--- src/rtl/morse_decoder_if.sv ---
// morse_decoder_if: serial line and decoded-letter bundle for morse_decoder.
//   DotDashIn   : serial Morse line (1 = tone), driven by the line side
//   LetterOut   : last successfully decoded letter code (000=A .. 111=H)
//   LetterValid : one-cycle pulse, LetterOut just updated
//   LetterError : one-cycle pulse, 12 bits received but no table match
//   Busy        : a character is being received or decoded
// master = line source / letter consumer, slave = the decoder.
interface morse_decoder_if;
    logic       DotDashIn;
    logic [2:0] LetterOut;
    logic       LetterValid;
    logic       LetterError;
    logic       Busy;

    modport master (
        output DotDashIn,
        input  LetterOut, LetterValid, LetterError, Busy
    );

    modport slave (
        input  DotDashIn,
        output LetterOut, LetterValid, LetterError, Busy
    );
endinterface

--- src/rtl/morse_decoder.sv ---
// morse_decoder: receive side of the lab Morse link. Samples a dot/dash line
// at one bit per CLOCK_FREQUENCY/2 cycles, rebuilds the 12-bit pattern and
// maps it back to the 3-bit letter code for A..H.
//   ClockIn : system clock, rising edge
//   ResetN  : synchronous active-low reset
//   bus     : morse_decoder_if.slave (DotDashIn in; LetterOut, LetterValid,
//             LetterError, Busy out, all registered)
// Optional build macro MORSE_DECODER_SYNC_EN: when defined, DotDashIn goes
// through a 2-flop synchronizer first (all latencies +2 cycles); when
// undefined the line must already be synchronous to ClockIn.
module morse_decoder #(
    parameter int CLOCK_FREQUENCY = 500
) (
    input  logic            ClockIn,
    input  logic            ResetN,
    morse_decoder_if.slave  bus
);

    localparam int P  = CLOCK_FREQUENCY / 2;
    localparam int H  = P / 2;
    localparam int DW = (P > 1) ? $clog2(P) : 1;

    // First sample lands mid-bit (H cycles after the start edge), then every P.
    localparam logic [DW-1:0] DIV_START  = DW'(H - 1);
    localparam logic [DW-1:0] DIV_RELOAD = DW'(P - 1);

    typedef enum logic [1:0] {IDLE, RECV, DONE} state_t;

    state_t        state;
    logic [DW-1:0] divider;
    logic [3:0]    bit_cnt;
    logic [11:0]   shift;
    logic          prev_line;
    logic          line;
    logic [3:0]    dec;     // {hit, code}

`ifdef MORSE_DECODER_SYNC_EN
    logic [1:0] sync;
    always_ff @(posedge ClockIn) begin
        if (!ResetN) sync <= 2'b00;
        else         sync <= {sync[0], bus.DotDashIn};
    end
    assign line = sync[1];
`else
    assign line = bus.DotDashIn;
`endif

    function automatic logic [3:0] decode(input logic [11:0] p);
        case (p)
            12'b101110000000: decode = 4'b1_000;  // A
            12'b111010101000: decode = 4'b1_001;  // B
            12'b111010111010: decode = 4'b1_010;  // C
            12'b111010100000: decode = 4'b1_011;  // D
            12'b100000000000: decode = 4'b1_100;  // E
            12'b101011101000: decode = 4'b1_101;  // F
            12'b111011101000: decode = 4'b1_110;  // G
            12'b101010100000: decode = 4'b1_111;  // H
            default:          decode = 4'b0_000;
        endcase
    endfunction

    assign dec = decode(shift);

    always_ff @(posedge ClockIn) begin
        if (!ResetN) begin
            state           <= IDLE;
            divider         <= '0;
            bit_cnt         <= '0;
            shift           <= '0;
            // Starts high so a line already high at reset release is no start.
            prev_line       <= 1'b1;
            bus.LetterOut   <= 3'b000;
            bus.LetterValid <= 1'b0;
            bus.LetterError <= 1'b0;
            bus.Busy        <= 1'b0;
        end else begin
            prev_line       <= line;
            bus.LetterValid <= 1'b0;
            bus.LetterError <= 1'b0;
            case (state)
                IDLE: begin
                    if (line && !prev_line) begin
                        divider  <= DIV_START;
                        bit_cnt  <= '0;
                        state    <= RECV;
                        bus.Busy <= 1'b1;
                    end
                end
                RECV: begin
                    if (divider == '0) begin
                        if (bit_cnt == 4'd0 && !line) begin
                            // Start edge was a glitch: line low mid first bit.
                            state    <= IDLE;
                            bus.Busy <= 1'b0;
                        end else begin
                            shift   <= {shift[10:0], line};
                            divider <= DIV_RELOAD;
                            bit_cnt <= bit_cnt + 4'd1;
                            if (bit_cnt == 4'd11) state <= DONE;
                        end
                    end else begin
                        divider <= divider - DW'(1);
                    end
                end
                DONE: begin
                    if (dec[3]) begin
                        bus.LetterOut   <= dec[2:0];
                        bus.LetterValid <= 1'b1;
                    end else begin
                        bus.LetterError <= 1'b1;
                    end
                    state    <= IDLE;
                    bus.Busy <= 1'b0;
                end
                default: begin
                    state    <= IDLE;
                    bus.Busy <= 1'b0;
                end
            endcase
        end
    end

endmodule

--- src/flat_wrapper.sv ---
// flat-port wrapper written by rule: the top's interface ports become plain ports
module morse_decoder_flat 
#(
    parameter int CLOCK_FREQUENCY = 500
)
  (ClockIn, ResetN, bus_DotDashIn, bus_LetterOut, bus_LetterValid, bus_LetterError, bus_Busy);
  morse_decoder_if bus_i ();
  input  logic ClockIn;
  input  logic ResetN;
  input wire logic [$bits(bus_i.DotDashIn)-1:0] bus_DotDashIn;
  output wire logic [$bits(bus_i.LetterOut)-1:0] bus_LetterOut;
  output wire logic [$bits(bus_i.LetterValid)-1:0] bus_LetterValid;
  output wire logic [$bits(bus_i.LetterError)-1:0] bus_LetterError;
  output wire logic [$bits(bus_i.Busy)-1:0] bus_Busy;
  assign bus_i.DotDashIn = bus_DotDashIn;
  assign bus_LetterOut = bus_i.LetterOut;
  assign bus_LetterValid = bus_i.LetterValid;
  assign bus_LetterError = bus_i.LetterError;
  assign bus_Busy = bus_i.Busy;
  morse_decoder #(.CLOCK_FREQUENCY(CLOCK_FREQUENCY)) u_core (.ClockIn(ClockIn), .ResetN(ResetN), .bus(bus_i));
endmodule
--- config.mk ---
export PLATFORM = sky130hd
export DESIGN_NAME = morse_decoder_flat
export DESIGN_NICKNAME = d
export VERILOG_FILES = /design/src/rtl/morse_decoder_if.sv /design/src/rtl/morse_decoder.sv /design/src/flat_wrapper.sv
export SDC_FILE = /design/constraint.sdc
export NUM_CORES = 1
export LEC_CHECK = 0
export ABC_AREA = 0
export CORE_UTILIZATION = 49
export DETAILED_ROUTE_END_ITERATION = 8
export GPL_ROUTABILITY_DRIVEN = 0
export PLACE_DENSITY = 0.67
export SLEW_MARGIN = 5
export SYNTH_ARGS = -nofsm -noshare
export SYNTH_HDL_FRONTEND = slang
export SYNTH_SLANG_ARGS = --single-unit
--- constraint.sdc ---
create_clock -name ClockIn -period 2 [get_ports ClockIn]
set_clock_uncertainty 0.05 [all_clocks]
set_input_delay 0.3 -clock ClockIn [delete_from_list [all_inputs] [get_ports ClockIn]]
set_output_delay 0.3 -clock ClockIn [all_outputs]
set_load 0.05 [all_outputs]
# Word-level counts from Yosys, hierarchy flattened
# Index checks and enable logic that the tools add are counted.
[word_totals]
ff_bits = 33
[op_classes]
add_sub_neg = 2
n_eq_ne = 17
muxes = 20
bitwise = 1
n_reduce_logical = 15
[ops]
columns = ["cell", "n"]
rows = [
  ["12-bit equality test (second input constant)", 8],
  ["4-bit one-hot mux with 8 select lines", 1],
  ["8-bit two-way mux", 3],
  ["8-bit one-hot mux with 2 select lines", 1],
  ["4-bit two-way mux", 3],
  ["3-bit AND reduction", 4],
  ["8-bit zero test", 1],
  ["2-bit two-way mux", 4],
  ["4-bit one-hot mux with 2 select lines", 1],
  ["8-bit by 1-bit subtractor with 8-bit output (second input constant)", 1],
  ["2-bit by 1-bit != test with 1-bit output (second input constant)", 3],
  ["1-bit two-way mux", 5],
  ["4-bit by 1-bit adder with 4-bit output (second input constant)", 1],
  ["4-bit equality test (second input constant)", 1],
  ["4-bit zero test", 1],
  ["2-bit one-hot mux with 2 select lines", 1],
  ["2-bit AND reduction", 2],
  ["4-bit AND reduction", 1],
  ["3-bit by 1-bit != test with 1-bit output (second input constant)", 1],
  ["3-bit != test (second input constant)", 1],
  ["2-bit by 1-bit equality test with 1-bit output (second input constant)", 1],
  ["2-bit equality test (second input constant)", 1],
  ["1-bit logical AND", 2],
  ["1-bit zero test", 2],
  ["other kinds (5)", 5],
]

# Depth between registers and ports, before layout
[logic_depth]
depth_word = 5
depth_mapped = 8
ltp_nobuf = 7

# Least setup slack after synthesis
# Ideal clock, no wire load.
[synth_path]
kind = "reg-to-reg"
from = "reg u_core.divider[0]"
to = "reg u_core.divider[2]"
setup_ns = 0.067
arrival_ns = 1.683
required_time_ns = 1.883
path_slack_ns = 0.200
path_stages_with_launch = 8
n_path_buf = 0
path_cell_list = "dfxtp_1 -> inv_1 -> ha_1 -> or3b_2 -> o21ai_4 -> nand3_4 -> a21bo_1 -> a21oi_2"
[synth_via]
elab_chain_cells = 3
[synth_rtl]
columns = ["element", "line_no", "text"]
rows = [
  ["start: declaration", "morse_decoder.sv:30", "logic [DW-1:0] divider;"],
  ["start signal: assignment", "morse_decoder.sv:102", "divider <= divider - DW'(1);"],
  ["8-bit by 1-bit subtractor with 8-bit output / 8-bit zero test (equally long branches)", "morse_decoder.sv:102, morse_decoder.sv:90", ""],
  ["8-bit two-way mux / 3-bit != test (equally long branches)", "--", ""],
  ["8-bit one-hot mux with 2 select lines / 3-bit AND reduction (equally long branches)", "--", ""],
]
# Parallel ways exist; a longest one is shown, timed or not.
# A chain may end at the register's enable or synchronous reset.

# Worst setup path in the final report
# Same ends and word-level chain as after synthesis.

==> results.json <==
{
  "cts_root_buf": "clkbuf_4",
  "fmax_mhz": 536,
  "drt-vias-per-instance": 5.56,
  "wire_per_inst_um": 13.8,
  "relSlewSlack_pct": 66.5,
  "async_reset_ff_share_pct": 0,
  "htree_levels": 2,
  "cts_made_buffers": 5,
  "ys.flop_type": "dfxtp_1",
  "syn_inst": 180,
  "cts-hold-fix-buffers": 0,
  "via_count": 1380,
  "clk_pin_slew_ps": 110,
  "die_x_um": 59.5,
  "path_cells": "inv_1 > ha_1 > or3b_4 > o21ai_4 > nand3_4 > a21bo_1 > a21oi_2",
  "syn_area_um2": 1620,
  "ant_nets": 0,
  "power_density_nw_per_um2": 830,
  "yosysWarnings": 0,
  "num_rows": 20,
  "cts_tree": "yes",
  "area_growth_syn_to_layout_pct": 19.2,
  "yosysSeqAreaShare_pct": 40.8,
  "fin_crit_sh_pct": 93.3,
  "drcViolationCount": 0,
  "crit_fanout": 5,
  "ys_ff_latch": 33,
  "finalMaxSlewViolations": 0,
  "wirelength_mm": 3.41,
  "die_h_um": 59.5,
  "grt_pass1_vias": 1310,
  "synthTopCellsByCount": "dfxtp_1 (33), nor2_1 (24), mux2i_1 (17)",
  "track_usage_pct": 21.8,
  "dieArea_um2": 3540,
  "drt-initial-drc-count": 68,
  "start_kind": "flop",
  "io_pins": 9,
  "synth_top_area_share_pct": 40.8,
  "synthDistinctLibCells": 44,
  "crit_required_ps": 2220,
  "pre_cts_slack_ps": -41.7,
  "clkSinkCount": 33,
  "min_period_ps": 1870,
  "ys_top_cells_by_area": "dfxtp_1 (41%), mux2i_1 (11%), nor2_1 (5.6%), a21oi_1 (3.7%), ha_1 (3.1%)",
  "synthesis.nets": 187,
  "synth-edff-count": 0,
  "hold_viol": 0,
  "ir_worst_vdd_v": 0.000492,
  "nets": 210,
  "crit_slowest_cell": "or3b_4",
  "min_path_type": "flop to flop",
  "grt_max_degree": 17,
  "syn_avg_cell_area_um2": 8.99,
  "status": "finished clean",
  "ctsLongestPathBuffers": 2,
  "n_antenna_cell": 0,
  "cap_violations": 0,
  "critPathMaxStageDelay_ps": 400,
  "yosys.area.top_type": "dfxtp_1",
  "yosysMostFrequentCell": "dfxtp_1",
  "arrival_ps": 2090,
  "tightest_slew_ps": 500,
  "grt_first_pass_wirelength_mm": 5.62,
  "insertion_delay_ps": 340,
  "initial_core_util_pct": 52.2,
  "antenna_found_initial": 0,
  "drive_gt1_share_pct": 15.2,
  "setup_viol": 0,
  "dr.pass1.iters": 4,
  "crit_type": "flop to flop",
  "core-area_um2": 3100,
  "dp_hpwl_mm": 2.45,
  "setup_tns_ps": 0,
  "grt_overflow": 0,
  "rsz0062_at_grt": "no",
  "fin_ws_ps": 133,
  "p_leak_nw": 0.739,
  "crit_path_end_kind": "flop",
  "portBuffers": 8
}
[worst max-delay path, delay by kind of cell (launching register included)]
kind                     cells  cell delay, ps
AO/OA/AOI/OAI                3             600
adder cells (fa/ha/maj)      1             170
buffers and inverters        1              80
flip-flops                   1             360
AND/OR/NAND/NOR              2             540
[layout by cell type (no fill, tap or decap), drive strengths merged, types with 2 or more instances in the layout]
cell type,n
dfxtp,33
nor2,25
mux2i,17
a21oi,13
nand2,12
buf,12
nand3,9
clkdlybuf4s50,8
o21ai,8
clkbuf,7
inv,6
nor3,6
nand2b,5
nor2b,4
ha,4
a311oi,3
o21a,3
nor4,3
and3,2
xnor2,2
nor3b,2
a21bo,2
[metrics by stage]
stage               cell area [um2]  hold slack [ps]  total power [mW]  cells  utilization [%]
finish                         1930              419              1.60    248             62.2
global route                   1930              455              1.68    248             62.2
CTS                            1890              429              1.59    245             61.0
detailed placement             1790              413              1.05    236             57.6
global placement               1790              401              1.05    236             57.6
floorplan                      1620              344             0.982    180                -
[registers in the layout, indices dropped and copies added (netlist names)]
signal	flops
u_core.divider	8
u_core.bus.LetterError	1
u_core.bus.LetterOut	3
u_core.bus.Busy	1
u_core.bus.LetterValid	1
u_core.state	2
u_core.bit_cnt	4
u_core.shift	12
u_core.prev_line	1
[logic make-up after synthesis]
| family | share of synthesized area (%) |
|---|---|
| compound gates | 14.5 |
| xor+xnor | 1.62 |
| fa+ha+maj | 3.09 |
| mux | 10.5 |
| simple gates | 26.0 |
| flops | 40.8 |
| buf+inv | 3.48 |
[worst paths after layout]
path | start | endpoint | slack (ps) | cells after the start
worst min register to register | u_core.bus.LetterOut[1] | u_core.bus.LetterOut[1] | 420 | 2
worst min-delay path | u_core.bus.LetterOut[1] | u_core.bus.LetterOut[1] | 420 | 2
worst max register to register | u_core.divider[0] | u_core.divider[2] | 130 | 7
worst max-delay path | u_core.divider[0] | u_core.divider[2] | 130 | 7
[area by class of cell]
cell class / instances / area [um2]
Clock buffer: 7 / 55.1
Clock inverter: 1 / 30.0
Fill cell: 289 / 1170
Inverter: 6 / 22.5
Multi-Input combinational cell: 137 / 922
Sequential cell: 33 / 662
Tap cell: 44 / 55.1
Timing Repair Buffer: 20 / 183
[metal layers]
| metal | vias up | share of wire [%] | GRT usage, % | routed length (um) |
|---|---|---|---|---|
| met5 | - | 0 | 0 | 0 |
| met4 | 0 | 2.7 | 13.9 | 92 |
| met3 | 11 | 2.0 | 4.80 | 67 |
| met2 | 17 | 52 | 36.9 | 1760 |
| met1 | 656 | 44 | 24.7 | 1490 |
| li1 | 696 | - | - | - |
[report_power, final]
| group | total [mW] | switching (mW) | leakage [nW] | internal, mW |
|---|---|---|---|---|
| logic | 0.341 | 0.186 | 0.425 | 0.155 |
| clock network | 0.529 | 0.230 | 0.0455 | 0.299 |
| registers | 0.732 | 0.0426 | 0.268 | 0.689 |
| total | 1.60 | 0.458 | 0.739 | 1.14 |
[timing repair]
action,in CTS,in global routing
pin swaps,1,1
buffers inserted,1,2
endpoints found under the hold margin,0,0
gates cloned,0,1
endpoints found under the setup margin,7,14
resized for setup,0,4
Power figures use the tool's default switching activity.
